$ cat config.mk
export PLATFORM = sky130hd
export DESIGN_NAME = network_bf_out
export DESIGN_NICKNAME = d
export VERILOG_FILES = /design/src/rtl/network_bf_out.sv
export SDC_FILE = /design/constraint.sdc
export NUM_CORES = 1
export LEC_CHECK = 0
export ABC_AREA = 1
export BUFFER_PORTS_ARGS = -buffer_cell sky130_fd_sc_hd__buf_4
export CAP_MARGIN = 20
export CORE_ASPECT_RATIO = 1.5
export CORE_MARGIN = 4
export CORE_UTILIZATION = 35
export DETAILED_ROUTE_END_ITERATION = 12
export SYNTH_ARGS = -nofsm -noshare
export SYNTH_HDL_FRONTEND = slang
export SYNTH_SLANG_ARGS = --single-unit
$ cat constraint.sdc
create_clock -name clk -period 1.6 [get_ports clk]
set_input_delay 0.32 -clock clk [delete_from_list [all_inputs] [get_ports clk]]
set_output_delay 0.32 -clock clk [all_outputs]
set_load 0.03 [all_outputs]
$ cat src/rtl/network_bf_out.sv
// Write-back crossbar: delays bank selects/addresses by bf_latency and steers the
// four butterfly results to the bank write ports. Optional collision flag: NETWORK_BF_OUT_CONFLICT_CHK_EN.
module network_bf_out #(
  parameter int unsigned data_width = 14,
  parameter int unsigned addr_width = 6,
  parameter int unsigned bf_latency = 4
) (
  input  logic                  clk,
  input  logic                  rst,
  input  logic                  in_valid,
  input  logic [1:0]            sel_b_0,
  input  logic [1:0]            sel_b_1,
  input  logic [1:0]            sel_b_2,
  input  logic [1:0]            sel_b_3,
  input  logic [addr_width-1:0] addr_b_0,
  input  logic [addr_width-1:0] addr_b_1,
  input  logic [addr_width-1:0] addr_b_2,
  input  logic [addr_width-1:0] addr_b_3,
  input  logic [data_width-1:0] x0,
  input  logic [data_width-1:0] y0,
  input  logic [data_width-1:0] x1,
  input  logic [data_width-1:0] y1,
  output logic [data_width-1:0] d0,
  output logic [data_width-1:0] d1,
  output logic [data_width-1:0] d2,
  output logic [data_width-1:0] d3,
  output logic [addr_width-1:0] waddr0,
  output logic [addr_width-1:0] waddr1,
  output logic [addr_width-1:0] waddr2,
  output logic [addr_width-1:0] waddr3,
  output logic                  wen0,
  output logic                  wen1,
  output logic                  wen2,
  output logic                  wen3,
  output logic                  busy,
  output logic                  conflict
);

  localparam int unsigned NumLanes = 4;
  localparam int unsigned Tail     = bf_latency - 1;

  logic [1:0]            sel_in  [NumLanes];
  logic [addr_width-1:0] addr_in [NumLanes];
  logic [data_width-1:0] lane_data [NumLanes];

  logic [bf_latency-1:0] vld_q, vld_d;
  logic [1:0]            sel_q  [bf_latency][NumLanes];
  logic [addr_width-1:0] addr_q [bf_latency][NumLanes];

  logic [data_width-1:0] d_q [NumLanes], d_d [NumLanes];
  logic [addr_width-1:0] waddr_q [NumLanes], waddr_d [NumLanes];
  logic [NumLanes-1:0]   wen_q, wen_d;
  logic                  busy_q, busy_d;

  assign sel_in    = '{sel_b_0, sel_b_1, sel_b_2, sel_b_3};
  assign addr_in   = '{addr_b_0, addr_b_1, addr_b_2, addr_b_3};
  assign lane_data = '{x0, y0, x1, y1};

  // Next-state: valid shift, priority routing (later lanes overwrite earlier ones), busy.
  always_comb begin
    vld_d    = '0;
    wen_d    = '0;
    d_d      = d_q;
    waddr_d  = waddr_q;
    vld_d[0] = in_valid;
    for (int i = 1; i < int'(bf_latency); i++) begin
      vld_d[i] = vld_q[i-1];
    end
    if (vld_q[Tail]) begin
      for (int l = 0; l < int'(NumLanes); l++) begin
        wen_d[sel_q[Tail][l]]   = 1'b1;
        d_d[sel_q[Tail][l]]     = lane_data[l];
        waddr_d[sel_q[Tail][l]] = addr_q[Tail][l];
      end
    end
    busy_d = (|vld_d) | (|wen_d);
  end

  always_ff @(posedge clk) begin
    if (rst) begin
      vld_q   <= '0;
      wen_q   <= '0;
      busy_q  <= 1'b0;
      d_q     <= '{default: '0};
      waddr_q <= '{default: '0};
    end else begin
      vld_q   <= vld_d;
      wen_q   <= wen_d;
      busy_q  <= busy_d;
      d_q     <= d_d;
      waddr_q <= waddr_d;
    end
  end

  // Control payload pipeline; contents only matter where the valid bit is set.
  always_ff @(posedge clk) begin
    sel_q[0]  <= sel_in;
    addr_q[0] <= addr_in;
    for (int i = 1; i < int'(bf_latency); i++) begin
      sel_q[i]  <= sel_q[i-1];
      addr_q[i] <= addr_q[i-1];
    end
  end

`ifdef NETWORK_BF_OUT_CONFLICT_CHK_EN
  logic conflict_q, conflict_d;
  logic pair_eq_c;

  always_comb begin
    pair_eq_c = (sel_q[Tail][0] == sel_q[Tail][1]) | (sel_q[Tail][0] == sel_q[Tail][2]) |
                (sel_q[Tail][0] == sel_q[Tail][3]) | (sel_q[Tail][1] == sel_q[Tail][2]) |
                (sel_q[Tail][1] == sel_q[Tail][3]) | (sel_q[Tail][2] == sel_q[Tail][3]);
    conflict_d = conflict_q | (vld_q[Tail] & pair_eq_c);
  end

  always_ff @(posedge clk) begin
    if (rst) conflict_q <= 1'b0;
    else     conflict_q <= conflict_d;
  end

  assign conflict = conflict_q;
`else
  assign conflict = 1'b0;
`endif

  assign d0     = d_q[0];
  assign d1     = d_q[1];
  assign d2     = d_q[2];
  assign d3     = d_q[3];
  assign waddr0 = waddr_q[0];
  assign waddr1 = waddr_q[1];
  assign waddr2 = waddr_q[2];
  assign waddr3 = waddr_q[3];
  assign wen0   = wen_q[0];
  assign wen1   = wen_q[1];
  assign wen2   = wen_q[2];
  assign wen3   = wen_q[3];
  assign busy   = busy_q;

endmodule

Yosys cells after proc, flatten, opt, wreduce, memory -nomap -nowiden
Memory sizes are Yosys's and may differ from the RTL's.
Index checks and enable logic that the tools add are counted.
{"block": "totals", "n_memories": 2, "input_bits": 91, "wordCells": 80, "regBits": 89, "mem_bits_rw": 128, "out_inout_bits": 86}
{"block": "classes", "reduce_logical": 10, "bitwise": 8, "magnitude_cmp": 16, "muxes": 33}
{"memory": "addr_q", "depth": 4, "word_bits": 24, "rd": 4, "rd_clocked_by_memory_dff": 0, "write_ports": 4, "line_no": "48", "source": "logic [addr_width-1:0] addr_q [bf_latency][NumLanes];"}
{"memory": "sel_q", "depth": 4, "word_bits": 8, "rd": 4, "rd_clocked_by_memory_dff": 0, "write_ports": 4, "line_no": "47", "source": "logic [1:0] sel_q [bf_latency][NumLanes];"}
{"operator": "bitwise mux 56 bit", "count": 4}
{"operator": "demux 14 bit (select 2 bit)", "count": 4}
{"operator": "bitwise mux 24 bit", "count": 4}
{"operator": "two-way mux 14 bit", "count": 4}
{"operator": "demux 6 bit (select 2 bit)", "count": 4}
{"operator": "two-way mux 6 bit", "count": 4}
{"operator": ">= comparator 3 bit, second input constant", "count": 4}
{"operator": "less-than comparator 2 x 3 -> 1 bit, second input constant", "count": 4}
{"operator": "less-than comparator 3 x 1 -> 1 bit, second input constant", "count": 4}
{"operator": "inverter 2 -> 3 bit", "count": 4}
{"operator": "bitwise OR 4 bit", "count": 3}
{"operator": "demux 1 bit (select 2 bit)", "count": 4}
{"operator": ">= comparator 2 x 1 -> 1 bit, second input constant", "count": 4}
{"operator": "logical AND 1 bit", "count": 8}
{"operator": "OR reduction 4 bit", "count": 2}
{"operator": "two-way mux 1 bit", "count": 4}
{"operator": "two-way mux 4 bit", "count": 1}
{"operator": "bitwise OR 1 bit", "count": 1}

Logic depth before layout (Yosys ltp)
Gate-level depths: netlist of the first run.
An unclocked memory read counts as a cell.
{"block": "depth", "depth_word": 11, "depth_mapped": 9, "ltp_nobuf": 8}

Least setup slack after synthesis of the first run
No wires, ideal clock.
{"block": "synth_path", "kind": "register to register", "start": "mem sel_q[3][5] in the netlist's numbering", "end": "reg d_q, in the netlist d2[0]", "arrival_ns": 1.084, "path_slack_ns": 0.384, "period_less_slack_ns": 1.216, "path_buffers": 1, "setup_ns": 0.132, "stages_incl_launch_ff": 9, "required_time_ns": 1.468, "path_cell_list": "dfxtp_1 > inv_1 > nor2_1 > clkbuf_1 > nand2_1 > nand3_1 > nand2_1 > nand3_1 > a21oi_1"}
{"item": "start: declaration", "line_no": "47"}
{"item": "end signal: assignment", "line_no": "84", "source": "d_q <= '{default: '0};"}
{"item": "end signal: assignment", "line_no": "90", "source": "d_q <= d_d;"}
{"item": "end: declaration", "line_no": "50", "source": "logic [data_width-1:0] d_q [NumLanes], d_d [NumLanes];"}

==> summary.md, run 1 <==
| Metric | Value |
|---|---|
| Maximum vdd drop | `0.000938 V` |
| First-pass GRT wire length | `48,400 µm` |
| Fin. Hold Viols | `0` |
| Hold path depth | `3` |
| Sequential cell area fraction in the yosys report | `48.5%` |
| Num rows | `71` |
| XOR/XNOR Fraction of Synth Area | `0%` |
| Critical Path RT | `2030 ps` |
| Final instance area | `11,900 µm²` |
| Final WL | `32,700 µm` |
| Largest net degree at the start of global routing | `42` |
| Placed cell areas | `10,800 µm²` |
| Reg-to-reg startpoint | `sel_q[3][6]` |
| Met2 usage | `42.2%` |
| Worst setup margin | `62.8 ps` |
| Adder-cell share of the synthesized area | `0%` |
| Filler instances | `2,547` |
| Clock sinks | `217` |
| Main combinational cell family by area after synthesis | `simple AND/OR/NAND/NOR gates` |
| Finished Layout Cells | `1,850` |
| DR vias/cell | `4.97` |
| Hold path start | `in_valid` |
| PwrDens | `1030 nW/µm²` |
| Initial Util | `35.6%` |
| Synth cell count leaders | `nand2_1, dfxtp_1, inv_1` |
| Mux contribution to synthesized area | `0%` |
| Synth Area in Simple Gates | `28.0%` |
| Clk slew on worst S/H paths | `70 ps` |
| Fin crit share | `96.1%` |
| DRC violations left | `0` |
| Setup Skew | `19.4 ps` |
| Ant diodes | `0` |
| Max-slew violation count | `0` |
| Post-synth EDFFs | `0` |
| Synth area leaders | `dfxtp_1, nand2_1, nand3_1` |
| Total power | `12.3 mW` |
| Type of the worst setup path | `register to register` |
| Leakage power | `5.76 nW` |
| Vias in the first global route | `8,980` |
| Drt wl/cell | `17.7 µm` |
| Min cycle time layout | `1540 ps` |
| GRT Util Overall | `22.1%` |
| RePlAce Congestion | `0.934` |
| IO Port Bufs | `175` |
| Reg2Reg Depth | `7` |
| Post-synthesis instance total | `1,310` |
| GRT overflow | `0` |
| Core Region | `25,100 µm²` |
| Syn_nets | `1,401` |
| Initial antenna violation count | `0` |
| Crit start category | `register` |
| R2R Setup Slk | `60 ps` |
| DP Cell Count | `1,779` |
| Critical Path Start | `sel_q[3][6]` |
| H-tree levels | `1` |
| CTS Buffer Depth | `3` |
| Most numerous cell in the Yosys netlist | `nand2_1` |
| RSZ-0062 raised after global routing | `true` |
| IO Pins | `177` |
| Number of nets in the layout | `1,599` |
| Setup Viol. Count Final | `0` |
| Status | `completed` |
| Most common flop cell mapped by yosys | `dfxtp_1` |
| P&R area growth vs syn | `33.2%` |
| Hold_ws | `33.4 ps` |
| CTS Root Cell | `clkbuf_16` |
| Die ar. | `28,300 µm²` |
| Share of post-route cells with drive strength above 1 | `18.6%` |
| FMAX | `651 MHz` |
| Synth cell types | `17` |
| 1st-iter DRT viols | `685` |
| Mapped cell area | `8960 µm²` |
| Max_cap viols | `0` |
| Mean Syn Cell Area | `6.84 µm²` |
| CP endpoint kind | `register` |
| Arrival time worst endpoint | `1970 ps` |
| DP Worst Slack | `-10.3 ps` |
| Yosys top cell area share | `48.5%` |
| Yosys warnings | `0` |
| Met1 global-route usage | `21.2%` |
| Num CTS Buffers | `21` |
| Worst-path maximum fanout | `5` |
| Post-DRT Antenna Nets | `0` |
| Met3 Use GR | `2.62%` |
| Die Y | `204 µm` |
| DIE WIDTH | `139 µm` |
| Via count | `9,190` |
| #FFs+latches synth | `217` |
| Asr flop ratio synth | `0%` |
| DPL Wire Length | `24,300 µm` |
| Worst-skew pair later-pin latency | `500 ps` |
| Synth Area in Compound Gates | `12.5%` |
| GRT Max-Usage Layer | `met2` |
| Drt pass-1 iters | `5` |
| Tightest Hold Check Type | `input pin to register` |
| CTS tree | `done` |
| Post-synth top area cell | `dfxtp_1` |
layer usage:
| metal | routed length, µm | part of all wire, % |
|---|---|---|
| met4 | 3000 | 9.2 |
| met5 | 0 | 0 |
| met1 | 10700 | 33 |
| met2 | 17200 | 53 |
| met3 | 1790 | 5.5 |
power by group:
group	internal (mW)	switching [mW]	leakage (nW)
sequential	5.60	0.0834	1.80
combinational	0.577	0.982	3.61
clock	2.98	2.07	0.349
stage by stage:
step	TNS, ps	utilization, %
after floorplan	0	-
after global placement	-11.7	43.1
after detailed placement	-10.3	43.1
after CTS	0	47.3
after global routing	-58.7	47.5
final	0	47.5
kinds of logic (layout without fill, tap and decap cells):
group | count (synthesis) | after routing
AOI/OAI and AO/OA | 222 | 222
buffers and inverters | 249 | 461
DFF | 217 | 217
other | 1 | 1
and+or+nand+nor | 621 | 621
critical path: stages, from the launching register on:
cell	delay [ps]
dfxtp_1	360
nor2_4	240
clkinvlp_4	250
o21ai_0	190
nand2_1	130
nand2_1	120
nand2_1	70
a21oi_1	110
worst paths after layout:
kind | end
setup / recovery | waddr0[3]
hold / removal | vld_q[0]
setup reg to reg | waddr0[3]
hold reg to reg | addr_q[3][13]
sequential cells by signal, summed over array words and instances, names as in the netlist, 4 cells and up:
register  cells
wen_q         4
waddr0        6
sel_q        32
waddr2        6
waddr3        6
d3           14
waddr1        6
addr_q       96
d2           14
d1           14
d0           14
vld_q         4
cell type report:
class | count | area, µm² | share of cell area (%)
inverters | 162 | 616 | 5.16
multi-input cells | 844 | 3650 | 30.6
repair buffers | 260 | 2180 | 18.2
well taps | 328 | 410 | 3.44
flip-flops and latches | 217 | 4350 | 36.4
clock inverters | 10 | 120 | 1.01
clock buffers | 27 | 598 | 5.01
repair inverters | 2 | 15.0 | 0.126
what timing repair did:
item / 4_1_cts / 5_1_grt
pin swaps: 0 / 1
setup endpoints to repair: 1 / 24
hold buffers: 32 / 0
gates cloned: 0 / 2
gates resized for setup: 1 / 21
setup buffers: 0 / 0
endpoints found under the hold margin: 32 / 0
layout by cell type (no fill, tap or decap), drive strengths merged:
| cell type | Yosys | routed |
|---|---|---|
| a21oi | 120 | 120 |
| a31o | 1 | 1 |
| buf | 35 | 228 |
| bufinv | 0 | 2 |
| clkbuf | 52 | 27 |
| clkinv | 0 | 5 |
| clkinvlp | 0 | 6 |
| conb | 1 | 1 |
| dfxtp | 217 | 217 |
| dlygate4sd3 | 0 | 32 |
| inv | 162 | 161 |
| nand2 | 380 | 380 |
| nand3 | 140 | 140 |
| nor2 | 100 | 100 |
| nor3 | 1 | 1 |
| o21ai | 101 | 101 |
(Power assumes the default switching activity.)
==> inputs of run 2 (changes only) <==
--- a/config.mk
+++ b/config.mk
@@ -5,7 +5,6 @@
 export SDC_FILE = /design/constraint.sdc
 export NUM_CORES = 1
 export LEC_CHECK = 0
-export ABC_AREA = 1
 export BUFFER_PORTS_ARGS = -buffer_cell sky130_fd_sc_hd__buf_4
 export CAP_MARGIN = 20
 export CORE_ASPECT_RATIO = 1.5
==> run 2 against run 1 <==
Setup slack got worse by 16 ps. Cell area decreased by 15%. Via count decreased by 28%. Combinational power decreased by 27%. Routed wire length decreased by 18%. Clock skew decreased by 8.9 ps. Critical path depth unchanged. Register-to-register slack got worse by 20 ps. Critical endpoint is now d3[6]. Highest routed layer unchanged.
==> summary.md, run 2 <==
| Metric | Value |
|---|---|
| Status | `completed` |
| Worst-skew pair later-pin latency | `500 ps (about the same)` |
| Initial Util | `35.6% (-0.075 points)` |
| Largest net degree at the start of global routing | `21 (-50%)` |
| Synth cell types | `25 (+8)` |
| Clock sinks | `217 (unchanged)` |
| Maximum vdd drop | `0.000938 V (about the same)` |
| Top delay family on crit path | `compound AO/OA/AOI/OAI gates` |
| Ant diodes | `0 (unchanged)` |
| Post-synth EDFFs | `0 (unchanged)` |
| Min cycle time layout | `1550 ps (+15.6 ps)` |
| H-tree levels | `1 (unchanged)` |
| Most frequent cells in the layout | `buf_4, dfxtp_1, a221oi_1, o2bb2ai_1, o221ai_1` |
| Final WL | `26,700 µm (-18%)` |
| Setup Skew | `10.5 ps (-8.94 ps)` |
| CP endpoint kind | `register` |
| Most common flop cell mapped by yosys | `dfxtp_1` |
| Arrival time worst endpoint | `1970 ps (about the same)` |
| Max_cap viols | `0 (unchanged)` |
| CTS tree | `done` |
| RePlAce Congestion | `0.879 (-5.8%)` |
| Number of buffers and inverters on the critical path | `3 (+2)` |
| P&R area growth vs syn | `44.9%` |
| Most common cell after layout, fill and taps aside | `buf_4` |
| Vias in the first global route | `6,813 (-24%)` |
| DPL Wire Length | `17,600 µm (-28%)` |
| 1st-iter DRT viols | `778 (+14%)` |
| Critical Path RT | `2020 ps (about the same)` |
| Leakage power | `3.95 nW (-31%)` |
| Max FFs per register | `96 (unchanged)` |
| Share of post-route cells with drive strength above 1 | `37.9% (+19 points)` |
| DRC violations left | `0 (unchanged)` |
| Post-synth top area cell | `dfxtp_1` |
| CP Cell Sequence | `nand2_2 -> buf_4 -> a41oi_4 -> buf_6 -> clkbuf_4 -> o221ai_1 -> o2bb2ai_1` |
| Synth cell count leaders | `dfxtp_1, a221oi_1, o221ai_1, o2bb2ai_1, clkbuf_1` |
| PwrDens | `1150 nW/µm² (+12%)` |
| Drt pass-1 iters | `8 (+3)` |
| Num CTS Buffers | `21 (unchanged)` |
| Syn_nets | `679 (-52%)` |
| Yosys top cell area share | `62.0% (+13 points)` |
| Max-slew violation count | `0 (unchanged)` |
| GRT Util Overall | `22.3% (+0.21 points)` |
| Tightest Hold Check Type | `input pin to register` |
| IO Pins | `177 (unchanged)` |
| Most numerous cell in the Yosys netlist | `dfxtp_1` |
| Sequential cell area fraction in the yosys report | `62.0% (+13 points)` |
| Initial antenna violation count | `0 (unchanged)` |
| Rel. slew slack | `56.1%` |
| Total power | `11.7 mW (-4.9%)` |
| Die Y | `181 µm (-11%)` |
| TNS Setup | `0 ps (unchanged)` |
| Num rows | `63 (-11%)` |
| Mapped cell area | `7010 µm² (-22%)` |
| Mean Syn Cell Area | `11.9 µm² (+74%)` |
| FMAX | `644 MHz (-1.0%)` |
| Via count | `6,644 (-28%)` |
| First-pass GRT wire length | `38,200 µm (-21%)` |
| Worst-margin pin slew | `657 ps` |
| IO Port Bufs | `175 (unchanged)` |
| Die ar. | `22,400 µm² (-21%)` |
| Number of nets in the layout | `913 (-43%)` |
| DP Worst Slack | `-366 ps (-355 ps)` |
| Clk slew on worst S/H paths | `70 ps (about the same)` |
| Post-DRT Antenna Nets | `0 (unchanged)` |
| Worst setup margin | `47.3 ps (-15.6 ps)` |
| Fin crit share | `97.0% (+0.97 points)` |
| Synth area leaders | `dfxtp_1, a221oi_1, o221ai_1` |
| CTS Buffer Depth | `3 (unchanged)` |
| Top flop regs | `addr_q x96, sel_q x32` |
| Yosys warnings | `0 (unchanged)` |
| Fin. Hold Viols | `0 (unchanged)` |
| DR vias/cell | `6.06 (+22%)` |
| Drt wl/cell | `24.4 µm (+38%)` |
| #FFs+latches synth | `217 (unchanged)` |
| Slowest CP cell | `dfxtp_4` |
| CTS Root Cell | `clkbuf_16` |
| DIE WIDTH | `124 µm (-11%)` |
| Biggest register | `addr_q` |
| Type of the worst setup path | `register to register` |
| Setup Viol. Count Final | `0 (unchanged)` |
| GRT overflow | `0 (unchanged)` |
| Crit-path max cell delay | `400 ps (+40 ps)` |
| Worst-path maximum fanout | `5 (unchanged)` |
| Post-synthesis instance total | `588 (-55%)` |
| Crit start category | `register` |
| RSZ-0062 raised after global routing | `true` |
| Asr flop ratio synth | `0% (unchanged)` |
| Core Region | `19,700 µm² (-22%)` |
-- run 2: cell count changes after synthesis, moves of 8 or more --
cell       delta
nor2_1       -91
o21ai_0     -100
o32ai_1      +20
nand3_1     -139
o22ai_1      +21
buf_2        -19
o221ai_1     +60
nand2_1     -372
nand2b_1     +12
clkbuf_1      -8
o2bb2ai_1    +60
inv_1       -139
a21oi_1     -116
a221oi_1     +80
-- run 2: logic make-up (layout without fill, tap and decap cells) --
group | count (synthesis) | in the layout | synth area share (%)
buffers and inverters | 79 | 327 | 4.69
flip-flops | 217 | 217 | 62.0
other | 1 | 1 | 0.0535
AND/OR/NAND/NOR | 42 | 43 | 3.16
AO/OA/AOI/OAI | 249 | 249 | 30.1
-- run 2: path summary, 6_finish.rpt --
path                 from           end  slack (ps)  depth (start not counted)
max           sel_q[3][7]         d3[6]          50                          7
min              in_valid      vld_q[0]          60                          2
max reg2reg   sel_q[3][7]         d3[6]          50                          7
min reg2reg  addr_q[2][2]  addr_q[3][2]         320                          0
-- run 2: layer usage --
metal	GRT usage, %	wire (µm)
met1	25.2	9280
met2	37.3	12800
met3	5.26	2850
met4	14.0	1760
met5	0	0
-- run 2: repair_timing --
action	4_1_cts	5_1_grt
setup endpoints to repair	80	80
hold endpoints to repair	32	0
setup buffers	0	5
pin swaps	0	12
gates cloned	0	4
resized for setup	11	49
hold buffers	32	0
-- run 2: power by group --
| group | switching [mW] | leakage [nW] | internal, mW |
|---|---|---|---|
| registers | 0.107 | 1.80 | 5.60 |
| logic | 0.657 | 1.81 | 0.483 |
| clock network | 2.16 | 0.336 | 2.69 |
| total | 2.93 | 3.95 | 8.77 |
-- run 2: cell type report --
cell class	count	area, µm²
Fill cell	1784	9550
Sequential cell	217	4360
Clock buffer	23	543
Inverter	21	78.8
Multi-Input combinational cell	293	2570
Tap cell	260	325
Timing Repair Buffer	268	2140
Clock inverter	15	141
-- run 2: through the flow --
step	hold slack [ps]	util [%]	cell area [µm²]	instances
global route	48.6	51.6	10200	1097
global placement	310	44.9	8860	1018
detailed placement	312	44.9	8860	1018
floorplan	310	-	7010	588
CTS	45.6	50.2	9890	1088
finish	56.4	51.6	10200	1097
==> inputs of run 3 (changes only) <==
--- a/config.mk
+++ b/config.mk
@@ -11,6 +11,7 @@
 export CORE_MARGIN = 4
 export CORE_UTILIZATION = 35
 export DETAILED_ROUTE_END_ITERATION = 12
+export SETUP_SLACK_MARGIN = 0.4
 export SYNTH_ARGS = -nofsm -noshare
 export SYNTH_HDL_FRONTEND = slang
 export SYNTH_SLANG_ARGS = --single-unit
==> run 3 against run 2 <==
Register-to-register slack got worse by 30 ps. Final cell count increased by 4.1%. Sequential cell count unchanged. Worst hold slack improved by 1.4 ps. Setup slack got worse by 33 ps. Highest routed layer unchanged. Core utilization increased by 10 points. Clock power increased by 6.2%. Largest cell class unchanged. Combinational power increased by 29%.
==> summary.md, run 3 (synthesis gave the netlist of run 2 again) <==
| Metric | Value |
|---|---|
| Clk slew on worst S/H paths | `60 ps (about the same)` |
| PwrDens | `1010 nW/µm² (-12%)` |
| Reg2Reg Depth | `6 (-1)` |
| Initial Util | `35.6% (unchanged)` |
| GRT Max-Usage Layer | `met2` |
| Max-slew violation count | `0 (unchanged)` |
| R2R Setup Slk | `10 ps (-30 ps)` |
| Clock sinks | `217 (unchanged)` |
| CP most frequent cell | `buf_4` |
| CTS Buffer Depth | `3 (unchanged)` |
| First-pass GRT wire length | `40,500 µm (+6.0%)` |
| RePlAce Congestion | `0.925 (+5.2%)` |
| Crit-path max cell delay | `360 ps (-40 ps)` |
| Worst-skew pair later-pin latency | `500 ps (about the same)` |
| Worst-margin pin slew | `562 ps (-95.2 ps)` |
| Critical Path RT | `1960 ps (-60 ps)` |
| Max_cap viols | `0 (unchanged)` |
| Met1 global-route usage | `26.3% (+1.1 points)` |
| Hold path depth | `2 (unchanged)` |
| GRT Util Overall | `23.5% (+1.2 points)` |
| Area of the multi-input gates | `3540 µm² (+38%)` |
| CP Cell Sequence | `buf_4 -> nand2b_4 -> nand2_1 -> buf_4 -> a221oi_1 -> o2bb2ai_1` |
| Worst-path maximum fanout | `12 (+7)` |
| 1st-iter DRT viols | `749 (-3.7%)` |
| Final WL | `29,400 µm (+10%)` |
| Most frequent cells in the layout | `buf_4, dfxtp_1, buf_6, dfxtp_2, a221oi_1` |
| DP Worst Slack | `-307 ps (+58.8 ps)` |
| Setup Viol. Count Final | `0 (unchanged)` |
| Vias in the first global route | `7,178 (+5.4%)` |
| Largest net degree at the start of global routing | `21 (unchanged)` |
| Fin. Hold Viols | `0 (unchanged)` |
| Core Region | `19,700 µm² (unchanged)` |
| Finished Layout Cells | `1,142 (+4.1%)` |
| RSZ-0062 raised after global routing | `true` |
| H-tree levels | `1 (unchanged)` |
| Min cycle time layout | `1590 ps (+33.0 ps)` |
| Number of nets in the layout | `960 (+5.1%)` |
| Met2 usage | `40.3% (+3.0 points)` |
| Setup Skew | `11.4 ps (+0.920 ps)` |
| P&R area growth vs syn | `73.8%` |
| IO Port Bufs | `175 (unchanged)` |
| GRT overflow | `0 (unchanged)` |
| Arrival time worst endpoint | `1940 ps (-30 ps)` |
| Post-DRT Antenna Nets | `0 (unchanged)` |
| Hold path start | `in_valid` |
| Reg-to-reg startpoint | `sel_q[3][3]` |
| Share of post-route cells with drive strength above 1 | `62.9% (+25 points)` |
| Maximum vdd drop | `0.000979 V (+4.3%)` |
| Worst setup margin | `14.3 ps (-33.0 ps)` |
| IO Pins | `177 (unchanged)` |
| Crit start category | `register` |
| DRC violations left | `0 (unchanged)` |
| Worst Hold End | `vld_q[0]` |
| Die Y | `181 µm (unchanged)` |
| Biggest register | `addr_q` |
| R2R Path End | `d1[1]` |
| DPL Wire Length | `18,000 µm (+2.1%)` |
| Drt wl/cell | `25.7 µm (+5.7%)` |
| Hold_ws | `57.8 ps (+1.39 ps)` |
| Num CTS Buffers | `21 (unchanged)` |
| Fin crit share | `99.1% (+2.1 points)` |
| FMAX | `631 MHz (-2.1%)` |
| Rel. slew slack | `62.5% (+6.4 points)` |
| Max FFs per register | `96 (unchanged)` |
| DP Cell Count | `1,017 (-0.098%)` |
| Type of the worst setup path | `register to register` |
| Ant diodes | `0 (unchanged)` |
| CP endpoint kind | `register` |
| Status | `completed` |
| Filler instances | `1,540 (-14%)` |
| Leakage power | `4.61 nW (+17%)` |
| Drt pass-1 iters | `5 (-3)` |
| CTS Root Cell | `clkbuf_16` |
| CTS tree | `done` |
| DIE WIDTH | `124 µm (unchanged)` |
| Via count | `6,964 (+4.8%)` |
| Tightest Hold Check Type | `input pin to register` |
| DR vias/cell | `6.10 (+0.69%)` |
| Initial antenna violation count | `0 (unchanged)` |
| Die ar. | `22,400 µm² (unchanged)` |
| Met3 Use GR | `4.20% (-1.1 points)` |
| Num rows | `63 (unchanged)` |
| Top flop regs | `addr_q x96, sel_q x32` |
| Slowest CP cell | `dfxtp_4` |
| Register area | `4500 µm² (+3.2%)` |
| Most common cell after layout, fill and taps aside | `buf_4` |
[run 3: cell types whose count changed in the layout (fill, tap and decap cells not counted), moves of 11 or more]
cell       previous run  this run
buf_6                12       106
dfxtp_1             209       124
dfxtp_2               5        76
buf_4               223       160
o221ai_1             56        14
o221ai_2              4        39
o2bb2ai_1            60        34
o2bb2ai_2             0        22
o32ai_1              16         0
a221oi_1             77        63
a221oi_2              3        17
dfxtp_4               3        17
buf_12                0        11
[run 3: worst max path at each step]
| stage | from | end | slack [ps] |
|---|---|---|---|
| 6_report | sel_q[3][3] | d1[1] | 10 |
| 5_1_grt | sel_q[3][3] | d1[1] | -100 |
| 4_1_cts | sel_q[3][4] | d2[0] | 90 |
| 3_5_place_dp | sel_q[3][5] | d3[11] | -310 |
| 3_3_place_gp | sel_q[3][6] | d2[0] | -170 |
| 2_1_floorplan | sel_q[3][1] | d1[12] | 330 |
[run 3: worst max-delay path, delay by kind of cell (launching register included)]
family / cells / cell delay [ps]
AOI/OAI and AO/OA: 2 / 480
buffers and inverters: 2 / 370
DFF: 1 / 360
and+or+nand+nor: 2 / 240
[run 3: per-stage QoR]
| step | cell area, µm² | util, % | power [mW] | setup TNS (ps) |
|---|---|---|---|---|
| 3_5_place_dp | 9000 | 45.7 | 6.86 | -11990 |
| 2_1_floorplan | 7180 | - | 6.27 | 0 |
| 3_3_place_gp | 9000 | 45.7 | 6.82 | -8300 |
| 6_report | 12200 | 61.8 | 12.3 | 0 |
| 4_1_cts | 11000 | 56.0 | 12.2 | 0 |
| 5_1_grt | 12200 | 61.8 | 12.7 | -98.2 |
[run 3: report_power, final]
group / internal (mW) / switching, mW
combinational: 0.626 / 0.849
sequential: 5.59 / 0.124
clock: 3.09 / 2.06
[run 3: layout make-up]
cell class	instances	share of cell area [%]
Clock buffer	28	4.86
Clock inverter	8	1.09
Timing Repair Buffer	313	24.7
Inverter	21	0.688
Tap cell	260	2.67
Sequential cell	217	37.0
Multi-Input combinational cell	295	29.1
[run 3: timing repair]
action                                  in CTS  in global routing
resized for setup                          218                179
hold endpoints to repair                    32                  0
pin swaps                                   17                 45
endpoints found under the setup margin     168                169
setup buffers                               24                 24
hold buffers                                32                  0
gates cloned                                 5                  4
[run 3: layer usage]
layer	share of wire, %	up-vias
li1	-	2970
met1	35	3365
met2	49	485
met3	8.6	144
met4	7.2	0
met5	0	-
